--- src/rtl/qif_pkg.sv ---
// Shared types and helpers for the 8-bit QIF neuron datapath.
//   q8_t    : signed 8-bit current / weight / membrane value
//   sat8_t  : result of sat8(), clipped value plus overflow flag
//   phase_e : synapse-stage phase (accumulate or decay)
//   sat8()  : 9-bit signed -> q8_t with clip to [Q8_MIN, Q8_MAX]
package qif_pkg;

  typedef logic signed [7:0] q8_t;

  localparam q8_t Q8_MAX = 8'sh7F;
  localparam q8_t Q8_MIN = 8'sh80;

  typedef struct packed {
    q8_t  val;
    logic ovf;
  } sat8_t;

  typedef enum logic {
    PH_ACCUM = 1'b0,
    PH_DECAY = 1'b1
  } phase_e;

  function automatic sat8_t sat8(input logic signed [8:0] x);
    sat8_t r;
    if (x > 9'sd127) begin
      r.val = Q8_MAX;
      r.ovf = 1'b1;
    end else if (x < -9'sd128) begin
      r.val = Q8_MIN;
      r.ovf = 1'b1;
    end else begin
      r.val = x[7:0];
      r.ovf = 1'b0;
    end
    return r;
  endfunction

endpackage

--- src/rtl/qif_weight_ram.sv ---
// Synaptic weight table: N_SYN x 8-bit signed register file.
//   clk, rst_n : clock, async active-high clear (all weights -> 0)
//   we/waddr/wdata : synchronous write port
//   raddr/rdata    : asynchronous read port; a same-cycle write is not
//                    yet visible, so a colliding read sees the old weight
module qif_weight_ram
  import qif_pkg::*;
#(
  parameter int N_SYN = 4,
  parameter int AW    = 2
) (
  input  logic          clk,
  input  logic          rst_n,
  input  logic          we,
  input  logic [AW-1:0] waddr,
  input  q8_t           wdata,
  input  logic [AW-1:0] raddr,
  output q8_t           rdata
);

  logic [N_SYN-1:0][7:0] mem;

  always_ff @(posedge clk or posedge rst_n) begin
    if (rst_n) mem <= '0;
    else if (we) mem[waddr] <= wdata;
  end

  assign rdata = $signed(mem[raddr]);

endmodule

--- src/rtl/qif_synapse_current.sv ---
// Synaptic current stage feeding the QIF neuron.
//   clk, rst_n      : clock, async active-high reset
//   ev_valid/ev_ready/ev_syn_id : presynaptic spike events (valid/ready)
//   cfg_we/cfg_addr/cfg_wdata   : weight-table programming
//   sat_clr         : clears sticky sat_flag
//   I_syn           : saturating signed 8-bit synaptic current
//   neuron_tick     : 1-cycle pulse, aligned with the freshly decayed I_syn
//   sat_flag        : sticky clip indicator (accumulate or decay)
// A free-running tick counter splits time into ACCUM cycles and one DECAY
// cycle per TICK_DIV clocks; events are back-pressured in the DECAY cycle so
// the two updates of I_syn never collide.
module qif_synapse_current
  import qif_pkg::*;
#(
  parameter int N_SYN       = 4,
  parameter int DECAY_SHIFT = 2,
  parameter int TICK_DIV    = 4
) (
  input  logic                     clk,
  input  logic                     rst_n,
  input  logic                     ev_valid,
  output logic                     ev_ready,
  input  logic [$clog2(N_SYN)-1:0] ev_syn_id,
  input  logic                     cfg_we,
  input  logic [$clog2(N_SYN)-1:0] cfg_addr,
  input  q8_t                      cfg_wdata,
  input  logic                     sat_clr,
  output q8_t                      I_syn,
  output logic                     neuron_tick,
  output logic                     sat_flag
);

  localparam int AW = $clog2(N_SYN);
  localparam int CW = $clog2(TICK_DIV);
  localparam logic [CW-1:0] CNT_LAST = CW'(TICK_DIV - 1);

  // ---------------- phase FSM (state = tick counter) ----------------
  logic [CW-1:0] cnt_q, cnt_d;
  phase_e        phase;
  logic          accept, do_decay;

  always_ff @(posedge clk or posedge rst_n) begin
    if (rst_n) cnt_q <= '0;
    else       cnt_q <= cnt_d;
  end

  always_comb begin
    cnt_d = cnt_q + 1'b1;
    if (cnt_q == CNT_LAST) cnt_d = '0;
  end

  always_comb begin
    phase    = (cnt_q == CNT_LAST) ? PH_DECAY : PH_ACCUM;
    do_decay = (phase == PH_DECAY);
    // ready drops during reset so nothing is handshaken while state clears
    ev_ready = ~do_decay & ~rst_n;
    accept   = ev_valid & ev_ready;
  end

  // ---------------- weight lookup ----------------
  q8_t w_rd;

  qif_weight_ram #(
    .N_SYN (N_SYN),
    .AW    (AW)
  ) u_wram (
    .clk   (clk),
    .rst_n (rst_n),
    .we    (cfg_we),
    .waddr (cfg_addr),
    .wdata (cfg_wdata),
    .raddr (ev_syn_id),
    .rdata (w_rd)
  );

  // ---------------- datapath ----------------
  logic signed [8:0] acc_sum, dcy_sum;
  q8_t               dcy_d;
  sat8_t             acc_sat, dcy_sat;
  logic              sat_set;

  always_comb begin
    acc_sum = $signed({I_syn[7], I_syn}) + $signed({w_rd[7], w_rd});
    acc_sat = sat8(acc_sum);

    // A small positive current would otherwise shift to 0 and never decay;
    // small negatives already shift to -1, so only the positive side needs it.
    dcy_d = I_syn >>> DECAY_SHIFT;
    if (I_syn > 8'sd0 && dcy_d == 8'sd0) dcy_d = 8'sd1;
    dcy_sum = $signed({I_syn[7], I_syn}) - $signed({dcy_d[7], dcy_d});
    dcy_sat = sat8(dcy_sum);

    sat_set = (accept & acc_sat.ovf) | (do_decay & dcy_sat.ovf);
  end

  always_ff @(posedge clk or posedge rst_n) begin
    if (rst_n) begin
      I_syn       <= '0;
      neuron_tick <= 1'b0;
      sat_flag    <= 1'b0;
    end else begin
      neuron_tick <= do_decay;
      if (accept)        I_syn <= acc_sat.val;
      else if (do_decay) I_syn <= dcy_sat.val;
      // a new clip wins over a simultaneous clear
      sat_flag <= sat_set | (sat_flag & ~sat_clr);
    end
  end

endmodule

--- config.mk ---
export PLATFORM = sky130hd
export DESIGN_NAME = qif_synapse_current
export DESIGN_NICKNAME = d
export VERILOG_FILES = /design/src/rtl/qif_pkg.sv /design/src/rtl/qif_weight_ram.sv /design/src/rtl/qif_synapse_current.sv
export SDC_FILE = /design/constraint.sdc
export NUM_CORES = 1
export LEC_CHECK = 0
export CORE_ASPECT_RATIO = 0.7
export CORE_UTILIZATION = 50
export DETAILED_ROUTE_END_ITERATION = 16
export PLACE_DENSITY = 0.68
export SKIP_CTS_REPAIR_TIMING = 1
export SYNTH_ARGS = -nofsm -noshare
export SYNTH_HDL_FRONTEND = slang
export SYNTH_SLANG_ARGS = --single-unit
--- constraint.sdc ---
create_clock -name clk -period 5.5 [get_ports clk]
set_input_delay 0.55 -clock clk [delete_from_list [all_inputs] [get_ports clk]]
set_output_delay 0.55 -clock clk [all_outputs]
set_load 0.01 [all_outputs]
# Yosys cells after proc, flatten, opt, wreduce, memory -nomap -nowiden
# Cells that the tools add are included.
[word_totals]
latchBits = 0
word_cells = 48
inputBits = 17
rom_bits = 0
out_inout_bits = 11
register_bits = 44
ramBits = 0
n_memories = 0
[classes]
reduce_logical = 4
add_sub_neg = 3
n_eq_ne = 1
mul = 0
magnitude_cmp = 8
n_div = 0
muxes = 14
n_bitwise = 10
n_shift = 0
[ops]
columns = ["operator", "count"]
rows = [
  ["$mux 8", 5],
  ["$mux 9", 4],
  ["$bwmux 32", 1],
  ["$gt 9x8->1 const B", 2],
  ["$lt 9x8->1 const B", 2],
  ["$bmux 8 s2", 1],
  ["$demux 8 s2", 1],
  ["$add 8x8->9", 1],
  ["$sub 8x8->9", 1],
  ["$gt 8x1->1 const B", 1],
  ["$logic_not 8->1", 1],
  ["$lt 2x3->1 const B", 2],
  ["$and 1x1->1", 5],
  ["$not 1->1", 3],
  ["$add 2x1->2 const B", 1],
  ["$eq 2x2->1 const B", 1],
  ["$ge 2x1->1 const B", 1],
  ["$logic_and 1x1->1", 2],
  ["$mux 2", 1],
  ["$or 1x1->1", 2],
  ["$reduce_bool 2->1", 1],
  ["$mux 1", 1],
]

# Longest topological paths before layout
# Gate-level depths: netlist of run 1.
[logic_depth]
word_depth = 10
ltp_mapped = 13
depth_no_buf = 13

# Modules after synthesis
# Synthesis of run 1 repeated with hierarchy kept, for this count alone.
[hier_totals]
cells_unflattened = 239
area_unflattened_um2 = 2767.7
[by_module_without_submodules]
columns = ["module", "instances", "area_each_um2", "seq_area_each_um2", "cells_per_inst"]
rows = [
  ["qif_weight_ram", 1, 1405.1, 800.8, 79],
  ["qif_synapse_current", 1, 1362.6, 300.3, 160],
]

# Worst setup path after synthesis of run 1
# Ideal clock, no wire load.
[synth_path]
path_type = "input -> register"
from = "input ev_syn_id[0]"
to = "register sat_flag"
setup_slack_ns = 2.559
arrival_time_ns = 2.812
setup_ns = 0.129
required_ns = 5.371
path_buffers = 1
path_stages = 11
cell_sequence = "buf_2 -> mux4_2 -> ha_1 -> inv_1 -> fa_1 -> nor2b_4 -> o31ai_2 -> a21oi_1 -> a21oi_1 -> nor2_1 -> a2111o_1"
[synth_between]
elab_chain_len = 9
[synth_rtl]
columns = ["element", "line_no", "text"]
rows = [
  ["start, declared", "qif_synapse_current.sv:23", "input logic [$clog2(N_SYN)-1:0] ev_syn_id,"],
  ["$bmux 8 s2 *", "qif_weight_ram.sv:28", "assign rdata = $signed(mem[raddr]);"],
  ["$mux 8 (not written as such) *", "qif_weight_ram.sv:28", ""],
  ["$add 8x8->9 *", "qif_synapse_current.sv:83", "acc_sum = $signed({I_syn[7], I_syn}) + $signed({w_rd[7], w_rd});"],
  ["$lt 9x8->1", "qif_pkg.sv:28", "end else if (x < -9'sd128) begin"],
  ["$mux 9", "qif_pkg.sv:28", ""],
  ["$mux 9 *", "qif_pkg.sv:25", "if (x > 9'sd127) begin"],
  ["$and 1x1->1 *", "qif_synapse_current.sv:93", "sat_set = (accept & acc_sat.ovf) | (do_decay & dcy_sat.ovf);"],
  ["$or 1x1->1 *", "qif_synapse_current.sv:93", ""],
  ["$or 1x1->1 *", "qif_synapse_current.sv:106", "sat_flag <= sat_set | (sat_flag & ~sat_clr);"],
  ["end signal, assigned", "qif_synapse_current.sv:106", ""],
  ["end, declared", "qif_synapse_current.sv:30", "output logic sat_flag"],
]
# Mark *: on every way between the ends. The rest lies on a longest branch, timed or not. The select of a mux whose other input is x is not followed.
# A chain may end at the register's enable or synchronous reset.

# Worst setup path in the final report of run 1
# Ends and elaborated chain as after synthesis.

==> metrics.md, run 1 <==
| Metric | Value |
|---|---|
| Longest Clk Path Bufs | 2 |
| Skew final | 0.00407 ns |
| Worst slew pin tran | 0.730 ns |
| Diode count | 0 |
| Synth Instances | 245 |
| Pint | 0.00108 W |
| Leak | 1.37 nW |
| Switching share of power | 41.6% |
| I/O Buffers | 27 |
| Num CTS Buffers | 5 |
| Commonest non-fill, non-tap cell in the layout | dfrtp_1 |
| WL/cell | 17.4 microns |
| Most frequent cells in the layout | dfrtp_1 (44), mux2_2 (32), clkdlybuf4s50_1 (27) |
| Die Area | 5980 sq um |
| Clk root buf | clkbuf_8 |
| Net count, final | 313 |
| WP data arrival | 3.61 ns |
| HPWL after DPL | 4630 microns |
| Drt total wl | 6040 microns |
| Peak supply drop | 0.259 mV |
| Grt total ovfl | 0 |
| Crit start category | primary input |
| Vias per inst | 6.00 |
| Final-report setup violation count | 0 |
| # rows | 22 |
| Fmax | 0.292 GHz |
| CP delay by family, top | compound AO/OA/AOI/OAI gates |
| CTS sink cnt | 44 |
| CTS tree | built |
| Bufs and invs on worst path | 2 |
| Crit-path cells | clkdlybuf4s50_1 -> mux4_2 -> ha_1 -> inv_1 -> fa_1 -> nor2b_4 -> o31ai_2 -> a21oi_1 -> a21oi_1 -> nor2_1 -> a2111o_1 |
| Seq pwr share | 26.2% |
| Final Hold Fails | 0 |
| Hold_ws | 0.438 ns |
| Combinational Power Share | 58.2% |
| Overall routing resource usage | 22.7% |
| Final period util | 62.4% |
| Crit path capture type | flop |
| Synth Net Count | 282 |
| Avg Synthesized Cell Area | 11.6 sq um |
| CP max stage cell | clkdlybuf4s50_1 |
| Drc violations | 0 |
| Number of synthesized flops with an enable pin | 0 |
| Critical path class | in -> reg |
| # IOs | 28 |
| Flop-to-flop setup slack | 2.51 ns |
| Clk slew on worst S/H paths | 0.08 ns |
| Synth Warn # | 0 |
| Sequential fraction of the synthesis area | 38.8% |
| First-pass GRT wire length | 10,300 microns |
| Effective utilization at floorplan | 53.1% |
| H-Tree Level Count | 2 |
| Slew margin rel. | 51.2% |
| Post-synth top area cell | dfrtp_1 |
| 1st-iter DRT viols | 158 |
| Max cap viols | 0 |
| Via count | 2,087 |
| Gpl congestion | 0.846 |
| Asr flop ratio synth | 100% |
| #FFs+latches synth | 44 |
| Power per cell area | 558 nW/um^2 |
| Most frequent CP cell | a21oi_1 |
| Top post-synthesis cells by area | dfrtp_1 (39%), mux2_2 (13%), ha_1 (7.9%) |
| Setup TNS | 0 ns |
| Critical path fanouts, max | 8 |
| Area grow syn2layout | 16.9% |
| NetSw | 0.000769 W |
| Clock group share of total power | 15.6% |
| Top FF cell, synth | dfrtp_1 |
| Die Y | 65 microns |
| Outcome | finished, final reports clean |
| Die Wd | 92.0 microns |
| Share of the synthesized area in the top cell type | 38.8% |
| Hold Crit Class | reg -> reg |
| Ratio of cells with drive above 1 in the final layout | 23.6% |
| CP required | 5.68 ns |
| Final ANT Viol Nets | 0 |
| Synth Cell Area | 2840 sq um |
| Initial antenna violation count | 0 |
| Max-slew violation count | 0 |
| Min Tclk post-route | 3.43 ns |
| Crit-path max cell delay | 0.82 ns |
| Core ar. | 5340 sq um |
| Clk_lat worst skew | 0.30 ns |
| Pin count of the biggest net entering global routing | 48 |
| RSZ-0062 raised after global routing | no |
| Vias in the first global route | 1,983 |
| TritonRoute pass-1 iters | 4 |
| Unique masters post-synth | 57 |
[power by group through the flow]
stage | clock [W] | combinational (W) | sequential [W]
4_1_cts | 0.000293 | 0.00107 | 0.000484
3_5_place_dp | 0 | 0.00106 | 0.000489
2_1_floorplan | 0 | 0.000806 | 0.000477
3_3_place_gp | 0 | 0.00105 | 0.000489
5_1_grt | 0.000311 | 0.00120 | 0.000496
6_report | 0.000288 | 0.00108 | 0.000485
[worst register-to-register path, delay by kind of cell (launching register included)]
family                     cells  cell delay [ns]
AOI/OAI and AO/OA              4             1.02
adders and majority gates      3             0.79
buffers and inverters          2             0.15
DFF                            1             0.48
and+or+nand+nor                4             0.42
[sequential cells by signal, indices dropped and copies added, names as in the netlist]
register     count
u_wram.mem      32
I_syn            8
cnt_q            2
neuron_tick      1
sat_flag         1
[routing by layer]
metal / global-route usage [%] / vias up / routed length (microns)
met4: 5.86 / 0 / 46
li1: - / 997 / -
met3: 4.58 / 4 / 402
met2: 29.7 / 58 / 2360
met1: 37.0 / 1028 / 3240
met5: 0 / - / 0
[path summary, 6_finish.rpt]
kind	start	end	cells past startpoint
worst max-delay path	ev_syn_id[0]	sat_flag	11
worst min-delay path	cnt_q[0]	cnt_q[0]	1
worst max register to register	I_syn[6]	I_syn[1]	13
worst min register to register	cnt_q[0]	cnt_q[0]	1
max in group asynchronous	rst_n	u_wram.mem[9]	3
min in group asynchronous	rst_n	cnt_q[1]	3
[cell type report]
| type | count | area, sq um |
|---|---|---|
| fillers | 440 | 2020 |
| multi-input cells | 182 | 1660 |
| flip-flops and latches | 44 | 1100 |
| repair buffers | 28 | 278 |
| well taps | 72 | 90.1 |
| clock buffers | 5 | 68.8 |
| clock inverters | 2 | 60.1 |
| inverters | 15 | 56.3 |
[synthesized netlist by cell type, types with 2 or more instances]
| master | count |
|---|---|
| inv_1 | 15 |
| o22ai_1 | 2 |
| a21o_1 | 3 |
| nand2_1 | 8 |
| a31o_2 | 2 |
| nand2b_1 | 3 |
| fa_1 | 2 |
| a21oi_1 | 12 |
| xor2_1 | 4 |
| xnor2_1 | 2 |
| mux2_2 | 32 |
| o221ai_1 | 2 |
| nor3b_2 | 2 |
| mux4_2 | 8 |
| a31oi_1 | 2 |
| nor2_1 | 14 |
| nor2b_1 | 2 |
| nor4_1 | 2 |
| o21ai_0 | 13 |
| o31ai_1 | 2 |
| ha_1 | 18 |
| dfrtp_1 | 44 |
| o32ai_1 | 2 |
| o21a_1 | 2 |
| and2b_1 | 2 |
| nand3b_1 | 3 |
| a211oi_1 | 4 |
| nand3_1 | 5 |
| clkbuf_1 | 2 |
| nor3_1 | 4 |
[stage by stage]
stage | cells | total power, W | util [%] | area [sq um] | worst slack, ns
3_5_place_dp | 341 | 0.00155 | 59.7 | 3190 | 1.72
3_3_place_gp | 341 | 0.00154 | 59.7 | 3190 | 1.74
5_1_grt | 348 | 0.00201 | 62.1 | 3320 | 1.81
6_report | 348 | 0.00185 | 62.1 | 3320 | 2.07
4_1_cts | 348 | 0.00185 | 62.1 | 3320 | 2.03
2_1_floorplan | 245 | 0.00128 | - | 2840 | 2.56
[logic make-up (layout without fill, tap and decap cells)]
family          count (synthesis)  after routing  synth area share (%)
compound gates                 63             63                  17.1
xor+xnor                        6              6                  1.85
fa+ha+maj                      20             20                  9.36
buf+inv                        19             50                  2.56
flops                          44             44                  38.8
mux                            41             41                  19.6
simple gates                   52             52                  10.7
(Power assumes the default switching activity.)
==> inputs of run 2 (changes only) <==
Settings changed: PLACE_DENSITY 0.68 to 0.71.
Clock period 5.5 ns to 2.9 ns, I/O delays scaled along.
==> run 2 against run 1 <==
  * Via count is 7.6% higher
  * Sequential cell count stayed put
  * Cell area up 8.1%
  * Largest cell class unchanged
  * Critical endpoint is now I_syn[0]
==> metrics.md, run 2 (synthesis gave the netlist of run 1 again) <==
| Metric | Value |
|---|---|
| Ratio of cells with drive above 1 in the final layout | 33.7% |
| Depth of the most critical reg-to-reg path | 13 |
| Most frequent cells in the layout | dfrtp_1 (44), mux2_2 (32), buf_4 (32) |
| Crit. path cell count | 11 |
| Bufs and invs on worst path | 3 |
| Vias per inst | 5.89 |
| Biggest regs | u_wram.mem: 32 flops, I_syn: 8 flops, cnt_q: 2 flops |
| Clk slew on worst S/H paths | 0.09 ns |
| Commonest non-fill, non-tap cell in the layout | dfrtp_1 |
| Routed wl met2 | 2800 microns |
| Leak | 1.54 nW |
| Final Power | 0.00387 W |
| Crit-path cells | clkdlybuf4s50_1 -> buf_4 -> mux4_2 -> ha_1 -> o211ai_2 -> o211ai_4 -> a21boi_1 -> o21a_2 -> o21ai_1 -> buf_4 -> nand3_1 |
| NetSw | 0.00160 W |
| Worst slew pin tran | 0.735 ns |
| HPWL after DPL | 5280 microns |
| Final Hold Fails | 0 |
| Final-report setup violation count | 0 |
| Die Y | 65 microns |
| # IOs | 28 |
| Crit start category | primary input |
| Max cap viols | 0 |
| Top layer in use | met4 |
| Clk root buf | clkbuf_8 |
| Area grow syn2layout | 26.4% |
| Pin count of the biggest net entering global routing | 31 |
| Max-slew violation count | 0 |
| Area after DPL | 3440 sq um |
| Pint | 0.00227 W |
| CP required | 3.07 ns |
| Placed Instances | 373 |
| Hold_ws | 0.379 ns |
| Vias in the first global route | 2,207 |
| Power per cell area | 1080 nW/um^2 |
| Skew final | 0.00869 ns |
| Combinational Power Share | 65.6% |
| Gpl congestion | 0.857 |
| WL/cell | 17.5 microns |
| Critical path fanouts, max | 5 |
| Die Area | 5980 sq um |
| 1st-iter DRT viols | 156 |
| TritonRoute pass-1 iters | 4 |
| Met1 wire length | 3350 microns |
| Overall routing resource usage | 24.4% |
| Effective utilization at floorplan | 53.1% |
| Crit-path max cell delay | 0.54 ns |
| Final period util | 94.6% |
| Crit path capture type | flop |
| Hold Crit Class | in -> async |
| Outcome | finished, final reports clean |
| Peak supply drop | 0.481 mV |
| Length of routed met3 wiring | 476 microns |
| Via count | 2,245 |
| Drc violations | 0 |
| Drt total wl | 6660 microns |
| Most frequent CP cell | buf_4 |
| Net count, final | 345 |
| Initial antenna violation count | 0 |
| CP max stage cell | clkdlybuf4s50_1 |
| Die Wd | 92.0 microns |
| First-pass GRT wire length | 11,200 microns |
| Switching share of power | 41.3% |
| H-Tree Level Count | 2 |
| Min Tclk post-route | 2.74 ns |
| Critical path class | in -> reg |
| Largest Register | u_wram.mem |
| Diode count | 0 |
| Clock group share of total power | 12.4% |
| Max reg flops | 32 |
| Setup ws final | 0.156 ns |
| RSZ-0062 raised after global routing | no |
| Finished Layout Cells | 381 |
| Seq pwr share | 21.9% |
| CTS tree | built |
| Core ar. | 5340 sq um |
| I/O Buffers | 27 |
| Num CTS Buffers | 5 |
| Longest Clk Path Bufs | 2 |
| Post-place setup slack | -0.448 ns |
| # rows | 22 |
| CP delay by family, top | compound AO/OA/AOI/OAI gates |
| Post-route cell area | 3580 sq um |
| Fmax | 0.364 GHz |
| Clk_lat worst skew | 0.29 ns |
| Final ANT Viol Nets | 0 |
| WP data arrival | 2.91 ns |
| Grt total ovfl | 0 |
| CTS sink cnt | 44 |
| Slew margin rel. | 50.8% |
-- run 2: layout make-up --
class | count | area, sq um
clock inverters | 3 | 46.3
fillers | 398 | 1760
multi-input cells | 182 | 1690
clock buffers | 5 | 68.8
well taps | 72 | 90.1
repair buffers | 60 | 533
flip-flops and latches | 44 | 1100
inverters | 15 | 56.3
-- run 2: worst min-delay path, stage by stage --
cell and delay, ns:
clkdlybuf4s50_1 0.42, clkinv_1 0.09, buf_4 0.25
-- run 2: power groups by stage --
stage	Clock, W	Sequential (W)	Combinational (W)
2_1_floorplan	0	0.000904	0.00153
6_report	0.000480	0.000848	0.00254
3_3_place_gp	0	0.000854	0.00238
3_5_place_dp	0	0.000858	0.00243
5_1_grt	0.000510	0.000865	0.00277
4_1_cts	0.000486	0.000846	0.00245
-- run 2: path summary, 6_finish.rpt --
| path | start | endpoint | slack (ns) |
|---|---|---|---|
| hold reg to reg | cnt_q[0] | cnt_q[0] | 0.44 |
| max in group asynchronous | rst_n | u_wram.mem[27] | 2.17 |
| hold / removal | rst_n | I_syn[7] | 0.38 |
| min in group clk | cnt_q[0] | cnt_q[0] | 0.44 |
| setup / recovery | ev_syn_id[1] | I_syn[0] | 0.16 |
| setup reg to reg | I_syn[7] | I_syn[0] | 0.16 |
-- run 2: through the flow --
stage	util (%)	TNS, ns
2_1_floorplan	-	0
3_3_place_gp	64.4	-2.75
3_5_place_dp	64.4	-3.16
4_1_cts	66.6	-0.439
5_1_grt	67.1	0
6_report	67.1	0
-- run 2: layer usage --
metal	global-route usage, %	up-vias
li1	-	1056
met1	37.8	1103
met2	35.1	79
met3	6.22	7
met4	3.52	0
met5	0	-
==> inputs of run 3 (changes only) <==
Settings changed: CORE_ASPECT_RATIO 0.7 to 0.75, PLACE_DENSITY 0.71 to 0.74.
==> run 3 against run 2 <==
  * Routed wire length shrank 3.6%
  * Combinational power is essentially flat
  * Utilization shrank 1.1 points
  * Clock power shrank 16%
==> metrics.md, run 3 (synthesis gave the netlist of run 1 again) <==
| Metric | Value |
|---|---|
| Slew margin rel. | 48.6% |
| Fill cell count | 420 |
| Via count | 2,231 |
| RSZ-0062 raised after global routing | no |
| Post-route cell area | 3570 sq um |
| Drt total wl | 6410 microns |
| Power per cell area | 1050 nW/um^2 |
| 1st-iter DRT viols | 153 |
| First-pass GRT wire length | 10,500 microns |
| Clk root buf | clkbuf_8 |
| Hold Crit Class | reg -> reg |
| Area after DPL | 3430 sq um |
| TritonRoute pass-1 iters | 5 |
| Final Hold Fails | 0 |
| Effective utilization at floorplan | 52.4% |
| Skew final | 0.00460 ns |
| Clk slew on worst S/H paths | 0.08 ns |
| Final-report setup violation count | 0 |
| Final ANT Viol Nets | 0 |
| Final period util | 94.9% |
| Biggest regs | u_wram.mem: 32 flops, I_syn: 8 flops, cnt_q: 2 flops |
| # IOs | 28 |
| Max cap viols | 0 |
| Num CTS Buffers | 5 |
| Crit start category | flop |
| Die Area | 5980 sq um |
| Net count, final | 343 |
| Most frequent cells in the layout | dfrtp_1 (44), mux2_2 (32), buf_4 (30) |
| Fmax | 0.364 GHz |
| CP required | 3.08 ns |
| I/O Buffers | 27 |
| Ratio of cells with drive above 1 in the final layout | 32.6% |
| Commonest non-fill, non-tap cell in the layout | dfrtp_1 |
| Setup TNS | 0 ns |
| Overall routing resource usage | 23.7% |
| HPWL after DPL | 4930 microns |
| Max reg flops | 32 |
| CTS tree | built |
| Critical path class | reg -> reg |
| Core ar. | 5410 sq um |
| Vias in the first global route | 2,099 |
| Area grow syn2layout | 25.9% |
| Outcome | finished, final reports clean |
| Leak | 1.52 nW |
| # rows | 23 |
| Min Tclk post-route | 2.75 ns |
| Die Wd | 89.0 microns |
| Diode count | 0 |
| Gpl congestion | 0.871 |
| Critical path fanouts, max | 4 |
| Max-slew violation count | 0 |
| WL/cell | 16.8 microns |
| Initial antenna violation count | 0 |
| Final Power | 0.00376 W |
| Vias per inst | 5.84 |
| H-Tree Level Count | 2 |
| Drc violations | 0 |
| CTS sink cnt | 44 |
| Util after Layout | 66.0% |
| WP data arrival | 2.93 ns |
| Hold_ws | 0.434 ns |
| Clk_lat worst skew | 0.29 ns |
| Pin count of the biggest net entering global routing | 45 |
| Worst slew pin tran | 0.768 ns |
| Peak supply drop | 0.470 mV |
| Largest Register | u_wram.mem |
| Grt total ovfl | 0 |
| Crit path capture type | flop |
| Longest Clk Path Bufs | 2 |
| Die Y | 67.2 microns |
## run 3: final timing paths
| kind | to | startpoint | depth (start not counted) | slack, ns |
|---|---|---|---|---|
| setup / recovery | I_syn[6] | I_syn[7] | 13 | 0.15 |
| hold / removal | cnt_q[0] | cnt_q[0] | 1 | 0.43 |
| setup reg to reg | I_syn[6] | I_syn[7] | 13 | 0.15 |
| hold reg to reg | cnt_q[0] | cnt_q[0] | 1 | 0.43 |
| max in group asynchronous | I_syn[3] | rst_n | 3 | 1.94 |
| min in group asynchronous | neuron_tick | rst_n | 3 | 0.57 |
## run 3: critical path, cell delays in order, from the launching register on
cell and delay [ns]:
dfrtp_1 0.36, inv_1 0.07, ha_1 0.22, nand3_1 0.10
nand4_1 0.12, nand2b_1 0.12, ha_1 0.17, inv_1 0.06
fa_2 0.36, a31o_2 0.27, a31o_2 0.28, mux2_4 0.30
o22ai_1 0.14, a21oi_1 0.06
## run 3: metrics by stage
step	setup WS (ns)	instances
final	0.149	382
after global routing	0.0370	382
after CTS	-0.0436	382
after detailed placement	-0.343	374
after global placement	-0.305	374
after floorplan	0.219	245
## run 3: layout make-up
class	instances	area (sq um)	area share, %
Clock inverter	1	7.51	0.210
Sequential cell	44	1100	30.8
Timing Repair Buffer	58	518	14.5
Tap cell	75	93.8	2.63
Multi-Input combinational cell	182	1710	47.8
Inverter	15	56.3	1.58
Clock buffer	7	86.3	2.42
## run 3: where the power goes
group          internal [W]  leakage, nW  switching [W]  total, W
clock              0.000194       0.0445       0.000209  0.000403
combinational       0.00121        0.950        0.00129   0.00251
sequential         0.000762        0.522      0.0000852  0.000847
## run 3: layer usage
| layer | global-route usage (%) | part of all wire [%] | wire (microns) |
|---|---|---|---|
| met1 | 35.8 | 49 | 3110 |
| met2 | 33.9 | 44 | 2830 |
| met3 | 5.50 | 6.7 | 428 |
| met4 | 6.35 | 0.69 | 44 |
| met5 | 0 | 0 | 0 |
